`src/rtl/wb_p2p_master.sv`:
```
// ---------------------------------------------------------------------------
// wb_p2p_master
// Single-transaction point-to-point Wishbone classic master. A one-cycle
// read or write request from a local sequencer starts one bus cycle; the
// slave's ack ends it and produces a one-cycle completion pulse.
//
// Ports
//   i_clk, i_reset        clock, synchronous active-high reset
//   o_wbs_adr/dat/we      Wishbone address, write data, write enable
//   o_wbs_stb/cyc         Wishbone strobe and cycle (always equal here)
//   i_wbs_dat, i_wbs_ack  Wishbone read data and acknowledge
//   i_ren, i_wren         read / write request (sampled only when idle)
//   i_addr, i_data        address / write data latched with the request
//   o_data                last read data, held until the next read ends
//   o_data_val            one-cycle pulse: read completed
//   o_done                one-cycle pulse: any transaction completed
// ---------------------------------------------------------------------------
module wb_p2p_master (
  input  logic       i_clk,
  input  logic       i_reset,
  output logic [2:0] o_wbs_adr,
  output logic [7:0] o_wbs_dat,
  input  logic [7:0] i_wbs_dat,
  output logic       o_wbs_we,
  output logic       o_wbs_stb,
  input  logic       i_wbs_ack,
  output logic       o_wbs_cyc,
  input  logic       i_ren,
  input  logic       i_wren,
  input  logic [7:0] i_data,
  input  logic [2:0] i_addr,
  output logic [7:0] o_data,
  output logic       o_data_val,
  output logic       o_done
);

  typedef enum logic {
    ST_IDLE = 1'b0,
    ST_BUSY = 1'b1
  } state_t;

  state_t     state_q, state_d;
  logic [2:0] adr_q, adr_d;
  logic [7:0] dat_q, dat_d;
  logic       we_q, we_d;
  logic       cyc_q, cyc_d;
  logic [7:0] rdata_q, rdata_d;
  logic       data_val_q, data_val_d;
  logic       done_q, done_d;

  always_comb begin
    state_d    = state_q;
    adr_d      = adr_q;
    dat_d      = dat_q;
    we_d       = we_q;
    cyc_d      = cyc_q;
    rdata_d    = rdata_q;
    data_val_d = 1'b0;
    done_d     = 1'b0;

    unique case (state_q)
      ST_IDLE: begin
        // Ack while idle is ignored; write wins if both requests are high.
        if (i_wren || i_ren) begin
          adr_d   = i_addr;
          dat_d   = i_data;
          we_d    = i_wren;
          cyc_d   = 1'b1;
          state_d = ST_BUSY;
        end
      end
      ST_BUSY: begin
        // Requests are ignored here so a poller may keep i_ren asserted.
        if (i_wbs_ack) begin
          cyc_d   = 1'b0;
          we_d    = 1'b0;
          done_d  = 1'b1;
          state_d = ST_IDLE;
          if (!we_q) begin
            rdata_d    = i_wbs_dat;
            data_val_d = 1'b1;
          end
        end
      end
      default: state_d = ST_IDLE;
    endcase
  end

  always_ff @(posedge i_clk) begin
    if (i_reset) begin
      state_q    <= ST_IDLE;
      adr_q      <= '0;
      dat_q      <= '0;
      we_q       <= 1'b0;
      cyc_q      <= 1'b0;
      rdata_q    <= '0;
      data_val_q <= 1'b0;
      done_q     <= 1'b0;
    end else begin
      state_q    <= state_d;
      adr_q      <= adr_d;
      dat_q      <= dat_d;
      we_q       <= we_d;
      cyc_q      <= cyc_d;
      rdata_q    <= rdata_d;
      data_val_q <= data_val_d;
      done_q     <= done_d;
    end
  end

  assign o_wbs_adr  = adr_q;
  assign o_wbs_dat  = dat_q;
  assign o_wbs_we   = we_q;
  // Point-to-point link: strobe is never deasserted within a cycle.
  assign o_wbs_stb  = cyc_q;
  assign o_wbs_cyc  = cyc_q;
  assign o_data     = rdata_q;
  assign o_data_val = data_val_q;
  assign o_done     = done_q;

  // Bus protocol checks
  a_stb_needs_cyc: assert property (@(posedge i_clk) o_wbs_stb |-> o_wbs_cyc);

  a_busy_stable: assert property (@(posedge i_clk) disable iff (i_reset)
    (state_q == ST_BUSY && !i_wbs_ack) |=>
      ($stable(o_wbs_adr) && $stable(o_wbs_dat) && $stable(o_wbs_we) && o_wbs_cyc));

endmodule

```
`config.mk`:
```
export PLATFORM = sky130hd
export DESIGN_NAME = wb_p2p_master
export DESIGN_NICKNAME = d
export VERILOG_FILES = /design/src/rtl/wb_p2p_master.sv
export SDC_FILE = /design/constraint.sdc
export NUM_CORES = 1
export LEC_CHECK = 0
export ABC_AREA = 1
export BUFFER_PORTS_ARGS = -buffer_cell sky130_fd_sc_hd__buf_2
export CAP_MARGIN = 10
export CORE_MARGIN = 4
export CORE_UTILIZATION = 46
export CTS_BUF_LIST = sky130_fd_sc_hd__clkbuf_8
export DETAILED_ROUTE_END_ITERATION = 8
export PLACE_DENSITY = 0.77
export SLEW_MARGIN = 0
export SYNTH_ARGS = -nofsm -noshare
export SYNTH_HDL_FRONTEND = slang
export SYNTH_SLANG_ARGS = --single-unit
```
`constraint.sdc`:
```
create_clock -name i_clk -period 1.44 [get_ports i_clk]
set_clock_uncertainty 0.05 [all_clocks]
set_input_delay 0.36 -clock i_clk [delete_from_list [all_inputs] [get_ports i_clk]]
set_output_delay 0.36 -clock i_clk [all_outputs]
set_load 0.02 [all_outputs]
```
### After elaboration in Yosys (flattened, before gate mapping)

Cells that the tools add are included.

| cells by class | value |
|---|---|
| eq/ne operators | 2 |
| shifts and indexed selects | 0 |
| $mul | 0 |
| bitwise operators | 3 |
| reduce and logical (&&, ||, !) cells | 6 |
| multiplexer cells | 10 |
| add/subtract/negate cells | 0 |
| magnitude comparators | 0 |
| divide/modulo/power cells | 0 |

Operators by type and width:

| cell | count |
|---|---|
| 2-to-1 mux 1 bit | 7 |
| one-hot mux 1 bit (2 select lines) | 3 |
| != test 2 bit, second input constant | 2 |
| AND reduction 2 bit | 2 |
| inverter 1 bit | 3 |
| AND reduction 3 bit | 1 |
| OR reduction 3 bit | 1 |
| OR reduction 2 bit | 1 |
| logical OR 1 bit | 1 |

| word-level totals | value |
|---|---|
| memories | 0 |
| output and inout port bits | 24 |
| latch bits | 0 |
| bits in read-only memories | 0 |
| bits in registers | 24 |
| RAM bits | 0 |

### Depth between registers and ports, before layout

Gate-level depths: netlist (run 1).

| logic depth | value |
|---|---|
| word-level depth | 3 |
| gate-level depth with buffers | 6 |
| depth with buffers taken out | 5 |

### Worst setup path after synthesis (run 1)

No wires, ideal clock.

| timing path | value |
|---|---|
| path type | register -> register |
| start point | register we_q, in the netlist o_wbs_we |
| end point | register rdata_q[0], in the netlist o_data[0] |
| setup slack | 0.385 ns |
| buffers on the path | 1 |
| cell stages (with the launch flop) | 7 |
| arrival time | 0.893 ns |
| library setup time | 0.113 ns |
| required time | 1.277 ns |
| cell sequence | dfxtp_1 > inv_1 > nand3_2 > buf_6 > nand2_1 > nand2_1 > nor2_1 |

| between the ends | value |
|---|---|
| cells in the longest elaborated chain, start to end | 2 |

RTL lines:

| element | line | text |
|---|---|---|
| start, declared | 45 | `logic we_q, we_d;` |
| start signal, assigned | 103 | `we_q <= we_d;` |
| inverter 1 bit (no line) | n/a |  |
| AND reduction 3 bit (no line) | n/a |  |
| end signal, assigned | 105 | `rdata_q <= rdata_d;` |
| end, declared | 47 | `logic [7:0] rdata_q, rdata_d;` |

No other way between the ends.
A chain may end at the register's enable or synchronous reset.

### Final worst setup path (run 1)

| timing path | value |
|---|---|
| start point | register cyc_q, in the netlist o_wbs_cyc |
| end point | output o_wbs_stb |

RTL lines:

| element | line | text |
|---|---|---|
| start, declared | 46 | `logic cyc_q, cyc_d;` |
| start signal, assigned | 104 | `cyc_q <= cyc_d;` |
| end, declared | 25 | `output logic o_wbs_stb,` |

No word-level cell between the ends.

==> results of run 1 <==
==> area by class of cell <==
type	count	area [um^2]	share of cell area
flip-flops and latches	24	480.5	0.3821
well taps	27	33.78	0.02687
multi-input cells	92	369.1	0.2935
repair buffers	48	242.7	0.1930
clock buffers	3	41.29	0.03284
inverters	24	90.09	0.07164
==> routing by layer <==
metal | GRT usage | share of wire
met1 | 0.1697 | 0.40
met3 | 0.03601 | 0.077
met5 | 0 | 0
met2 | 0.2948 | 0.52
met4 | 0.04979 | 0.0033
==> kinds of logic after synthesis <==
kind of cell,Yosys count
flip-flops,24
AND/OR/NAND/NOR,90
AO/OA/AOI/OAI,2
buffers and inverters,30
==> worst paths after layout <==
kind | from | to | slack (ns)
worst max-delay path | o_wbs_cyc | o_wbs_stb | 0.25
worst min-delay path | i_wbs_dat[5] | o_data[5] | 0.28
worst max register to register | state_q | o_wbs_dat[3] | 0.28
worst min register to register | o_wbs_dat[7] | o_wbs_dat[7] | 0.43
==> sequential cells by signal (all words and copies together) (netlist names) <==
register,cells
o_wbs_cyc,1
o_wbs_we,1
o_done,1
o_data,8
state_q,1
o_data_val,1
o_wbs_dat,8
o_wbs_adr,3
==> report_power, final <==
group          switching, W  total [W]  leakage, nW  internal [W]
Sequential        0.0000270   0.000747        0.199      0.000720
Clock              0.000183   0.000369       0.0216      0.000186
Combinational      0.000199   0.000311        0.551      0.000112
Total              0.000409    0.00143        0.772       0.00102
==> placed cells by master, fill, tap and decap left out <==
cell	n
clkbuf_8	3
nand3_1	12
dfxtp_1	24
buf_2	47
nand2_1	34
nand3_2	1
nor2_1	43
buf_4	1
inv_1	22
a21oi_1	2
inv_2	2
==> through the flow <==
| stage | worst slack, ns | instance area (um^2) | power, W |
|---|---|---|---|
| after CTS | 0.2416 | 1257 | 0.001450 |
| final | 0.2514 | 1257 | 0.001427 |
| after floorplan | 0.3846 | 980.9 | 0.0009743 |
| after global placement | 0.2484 | 1216 | 0.001068 |
| after global routing | 0.1366 | 1257 | 0.001523 |
| after detailed placement | 0.2181 | 1216 | 0.001080 |
==> metrics.md, run 1 <==
| Metric | Value |
|---|---|
| RSZ-0062 raised after global routing | `false` |
| Fin Setup TNS | `0 ns` |
| I/O Pins | `48` |
| Synth unique cells | `11` |
| Number of instances in the placed design | `215` |
| CTS tree | `built` |
| Fmax | `0.8413 GHz` |
| Clock transition at path regs | `0.07 ns` |
| TritonCTS Sinks | `24` |
| Final core occ | `0.6281` |
| DRC errors left | `0` |
| Cell taking the most area after synthesis | `dfxtp_1` |
| Max_slew headroom | `0.7260` |
| Critical path's top delay family | `flip-flops` |
| Die Y | `54.18 um` |
| Vias in the first global route | `810` |
| Initial antenna violation count | `0` |
| Root Buffer Master | `clkbuf_8` |
| Via/cell ratio | `4.321` |
| Register bit count reported by yosys | `24` |
| Area growth syn-to-layout | `28.19%` |
| Post-Layout Cell Count | `218` |
| Startpoint Class | `flop` |
| Synth top cells by count | `43 x nor2_1, 34 x nand2_1, 24 x dfxtp_1, 22 x inv_1, 12 x nand3_1` |
| Required time of the critical path | `1.03 ns` |
| Post-CTS sizing | `0` |
| Outcome | `finished clean` |
| PwrDens | `1135 nW/um^2` |
| Synthesized area | `980.9 um^2` |
| Slowest Stage Delay on Critical Path | `0.35 ns` |
| Net count, final | `217` |
| Tmin final | `1.189 ns` |
| Worst-margin pin slew | `0.4100 ns` |
| Antenna Cells | `0` |
| Routed Wire Length | `2097 um` |
| Slowest stage cell, crit path | `dfxtp_1` |
| Share of cells above drive strength 1 | `0.2827` |
| Total CTS buffers | `3` |
| Hold slack | `0.2782 ns` |
| Final Hold Viols | `0` |
| Post-synthesis mux area share | `0` |
| Routed vias | `942` |
| Postcts setup bufs | `0` |
| Critical path fanouts, max | `3` |
| Share of the synthesized area in the top cell type | `0.4898` |
| Port bufs | `47` |
| DR pass1 iterations | `2` |
| Post-DP HPWL | `1632 um` |
| # rows | `16` |
| Most common cell in the netlist | `nor2_1` |
| Final period util | `0.8254` |
| H-tree depth | `1` |
| Levels on crit path | `1` |
| HP Class | `primary input to flop` |
| Total core area | `2002 um^2` |
| Drt wl/cell | `9.619 um` |
| Synth top area cells | `dfxtp_1 49%, nor2_1 16%, nand2_1 13%, inv_1 8.4%, nand3_1 6.1%` |
| DRT antenna net count | `0` |
| CP Cell Sequence | `buf_2` |
| Initial drt markers | `9` |
| Setup crit end kind | `primary output` |
| Simple-gate portion of the synthesized area | `0.3661` |
| Number of flops mapped to enable cells by yosys | `0` |
| Pin count of the biggest net entering global routing | `20` |
| CP Buf/Inv Count | `1` |
| Fin. max-slew vios | `0` |
| VDD IR max | `0.0006291 V` |
| Compound-gate portion of the synthesized area | `0.01020` |
| Worst EP arrival | `0.78 ns` |
| Number of max-cap violations | `0` |
| Fillers | `197` |
| Remaining global-route overflow | `0` |
| Die footprint | `2935 um^2` |
| Depth of the worst register-to-register path | `5` |
| P_leak | `0.7716 nW` |
| XOR/XNOR Fraction of Synth Area | `0` |
| Routability cong. | `0.7120` |
| Sequential area share after synthesis | `0.4898` |
| Final setup vio count | `0` |
| Async SR Flop Fraction | `0` |
| Synthesized instance count | `146` |
| Largest family of logic cells by synthesized area | `simple AND/OR/NAND/NOR gates` |
| CTS Hold Bufs | `0` |
| Hold Path Stages | `3` |
| CTS max path bufs | `2` |
| First-pass GRT wire length | `3332 um` |
| Synth Net Count | `170` |
| Starting Density | `0.4900` |
| Dominant synthesized flop cell | `dfxtp_1` |
| Adder-cell share of the synthesized area | `0` |
| Clk_lat worst skew | `0.25 ns` |
| GRT Util Overall | `0.1568` |
| YS warnings | `0` |
| Worst setup path category | `flop to primary output` |
| Chip width | `54.18 um` |
| Average cell area after synthesis | `6.719 um^2` |
(Power assumes the default switching activity.)
==> inputs of run 2 (changes only) <==
Clock period 1.44 ns to 1.22 ns, I/O delays scaled along.
==> run 2 against run 1 <==
Net effect:
- sequential power grew 18%
- critical path depth is the same
- critical endpoint is now o_wbs_we
- count of clock-buffer cells in the layout is the same
==> metrics.md, run 2 (synthesized netlist as in run 1, its figures left out) <==
| Metric | Value |
|---|---|
| DRC errors left | `0` |
| Final period util | `0.9440` |
| R2r setup slk | `0.14 ns` |
| Port bufs | `47` |
| DR pass1 iterations | `3` |
| GRT Util Overall | `0.1546` |
| Most frequent cells in the layout | `47 x buf_2, 43 x nor2_1, 33 x nand2_1` |
| Total CTS buffers | `3` |
| Post-CTS sizing | `0` |
| Fin Setup TNS | `0 ns` |
| Clock transition at path regs | `0.08 ns` |
| Critical path fanouts, max | `3` |
| Die footprint | `2935 um^2` |
| Routed vias | `947` |
| Fin. max-slew vios | `0` |
| Startpoint Class | `flop` |
| Starting Density | `0.4900` |
| Critical path's top delay family | `flip-flops` |
| VDD IR max | `0.0007558 V` |
| HP Class | `primary input to flop` |
| Pre-CTS setup slack | `0.06969 ns` |
| TritonCTS Sinks | `24` |
| CP Buf/Inv Count | `1` |
| CTS Hold Bufs | `0` |
| Final setup vio count | `0` |
| Clock share of power | `0.264` |
| Hold_sp | `i_wbs_dat[7]` |
| Chip width | `54.18 um` |
| Setup ws final | `0.06826 ns` |
| Total core area | `2002 um^2` |
| Number of max-cap violations | `0` |
| Slowest Stage Delay on Critical Path | `0.36 ns` |
| Worst r2r src | `state_q` |
| CP Cell Sequence | `buf_2` |
| Hold slack | `0.2146 ns` |
| Routability cong. | `0.7145` |
| Vias in the first global route | `821` |
| Worst setup path category | `flop to primary output` |
| Switching share of power | `0.2935` |
| Int Pwr | `0.001204 W` |
| RSZ-0062 raised after global routing | `false` |
| Fmax | `0.8683 GHz` |
| Setup crit end kind | `primary output` |
| Initial drt markers | `11` |
| P_leak | `0.7723 nW` |
| Die Y | `54.18 um` |
| Tot Pwr | `0.001705 W` |
| Sw Pwr | `0.0005004 W` |
| Hold Path Stages | `3` |
| Clk_lat worst skew | `0.25 ns` |
| Combinational Power Share | `0.218` |
| CTS max path bufs | `2` |
| # rows | `16` |
| I/O Pins | `48` |
| Worst EP arrival | `0.80 ns` |
| Area growth syn-to-layout | `29.21%` |
| Depth of the worst register-to-register path | `5` |
| Reg2reg end | `o_wbs_dat[1]` |
| PwrDens | `1345 nW/um^2` |
| Share of cells above drive strength 1 | `0.2880` |
| Initial antenna violation count | `0` |
| Number of instances in the placed design | `215` |
| Max_slew headroom | `0.7502` |
| Postcts setup bufs | `0` |
| Commonest non-fill, non-tap cell in the layout | `buf_2` |
| Remaining global-route overflow | `0` |
| Net count, final | `217` |
| Pin count of the biggest net entering global routing | `20` |
| Root Buffer Master | `clkbuf_8` |
| Required time of the critical path | `0.87 ns` |
| Slowest stage cell, crit path | `dfxtp_1` |
| Post-DP HPWL | `1621 um` |
| Via/cell ratio | `4.344` |
| DRT antenna net count | `0` |
| Outcome | `finished clean` |
| Final Hold Viols | `0` |
| Worst-margin pin slew | `0.3738 ns` |
| Drt wl/cell | `9.734 um` |
| CTS tree | `built` |
| Post-Layout Cell Count | `218` |
| Tmin final | `1.152 ns` |
| Hold Path End | `o_data[7]` |
| Routed Wire Length | `2122 um` |
| First-pass GRT wire length | `3298 um` |
| Seq pwr share | `0.518` |
| H-tree depth | `1` |
| Antenna Cells | `0` |
-- run 2: cell counts in the layout (fill, tap and decap cells not counted) --
Identical to the previous run, type by type.
-- run 2: worst max path at each step --
stage	start	end	slack (ns)	cells past startpoint
6_report	o_wbs_we	o_wbs_we	0.07	1
3_3_place_gp	i_ren	o_wbs_dat[0]	0.08	5
5_1_grt	state_q	o_wbs_adr[1]	0.006	5
3_5_place_dp	i_ren	o_wbs_dat[1]	0.07	5
2_1_floorplan	o_wbs_we	o_data[0]	0.16	6
4_1_cts	state_q	o_wbs_dat[1]	0.04	5
-- run 2: per-layer routing --
layer	track usage	vias up	share of wire
met2	0.2829	27	0.51
met1	0.1664	402	0.41
met5	0	-	0
met3	0.03047	2	0.081
met4	0.07469	0	0.0033
li1	-	516	-
-- run 2: final cells by class --
type                    instances  area (um^2)
fillers                       199        734.5
flip-flops and latches         24        480.5
multi-input cells              92        379.1
repair buffers                 48        242.7
inverters                      24        90.09
clock buffers                   3        41.29
well taps                      27        33.78
-- run 2: metrics by stage --
stage	utilization	area (um^2)
finish	0.6331	1267
global placement	0.6075	1216
detailed placement	0.6075	1216
global route	0.6331	1267
CTS	0.6281	1257
floorplan	-	980.9
-- run 2: power by group through the flow --
stage | clock (W) | sequential, W | combinational [W]
after floorplan | 0 | 0.000980 | 0.000170
after global placement | 0 | 0.000898 | 0.000363
after detailed placement | 0 | 0.000902 | 0.000372
after CTS | 0.000461 | 0.000883 | 0.000373
after global routing | 0.000495 | 0.000891 | 0.000420
final | 0.000449 | 0.000884 | 0.000372
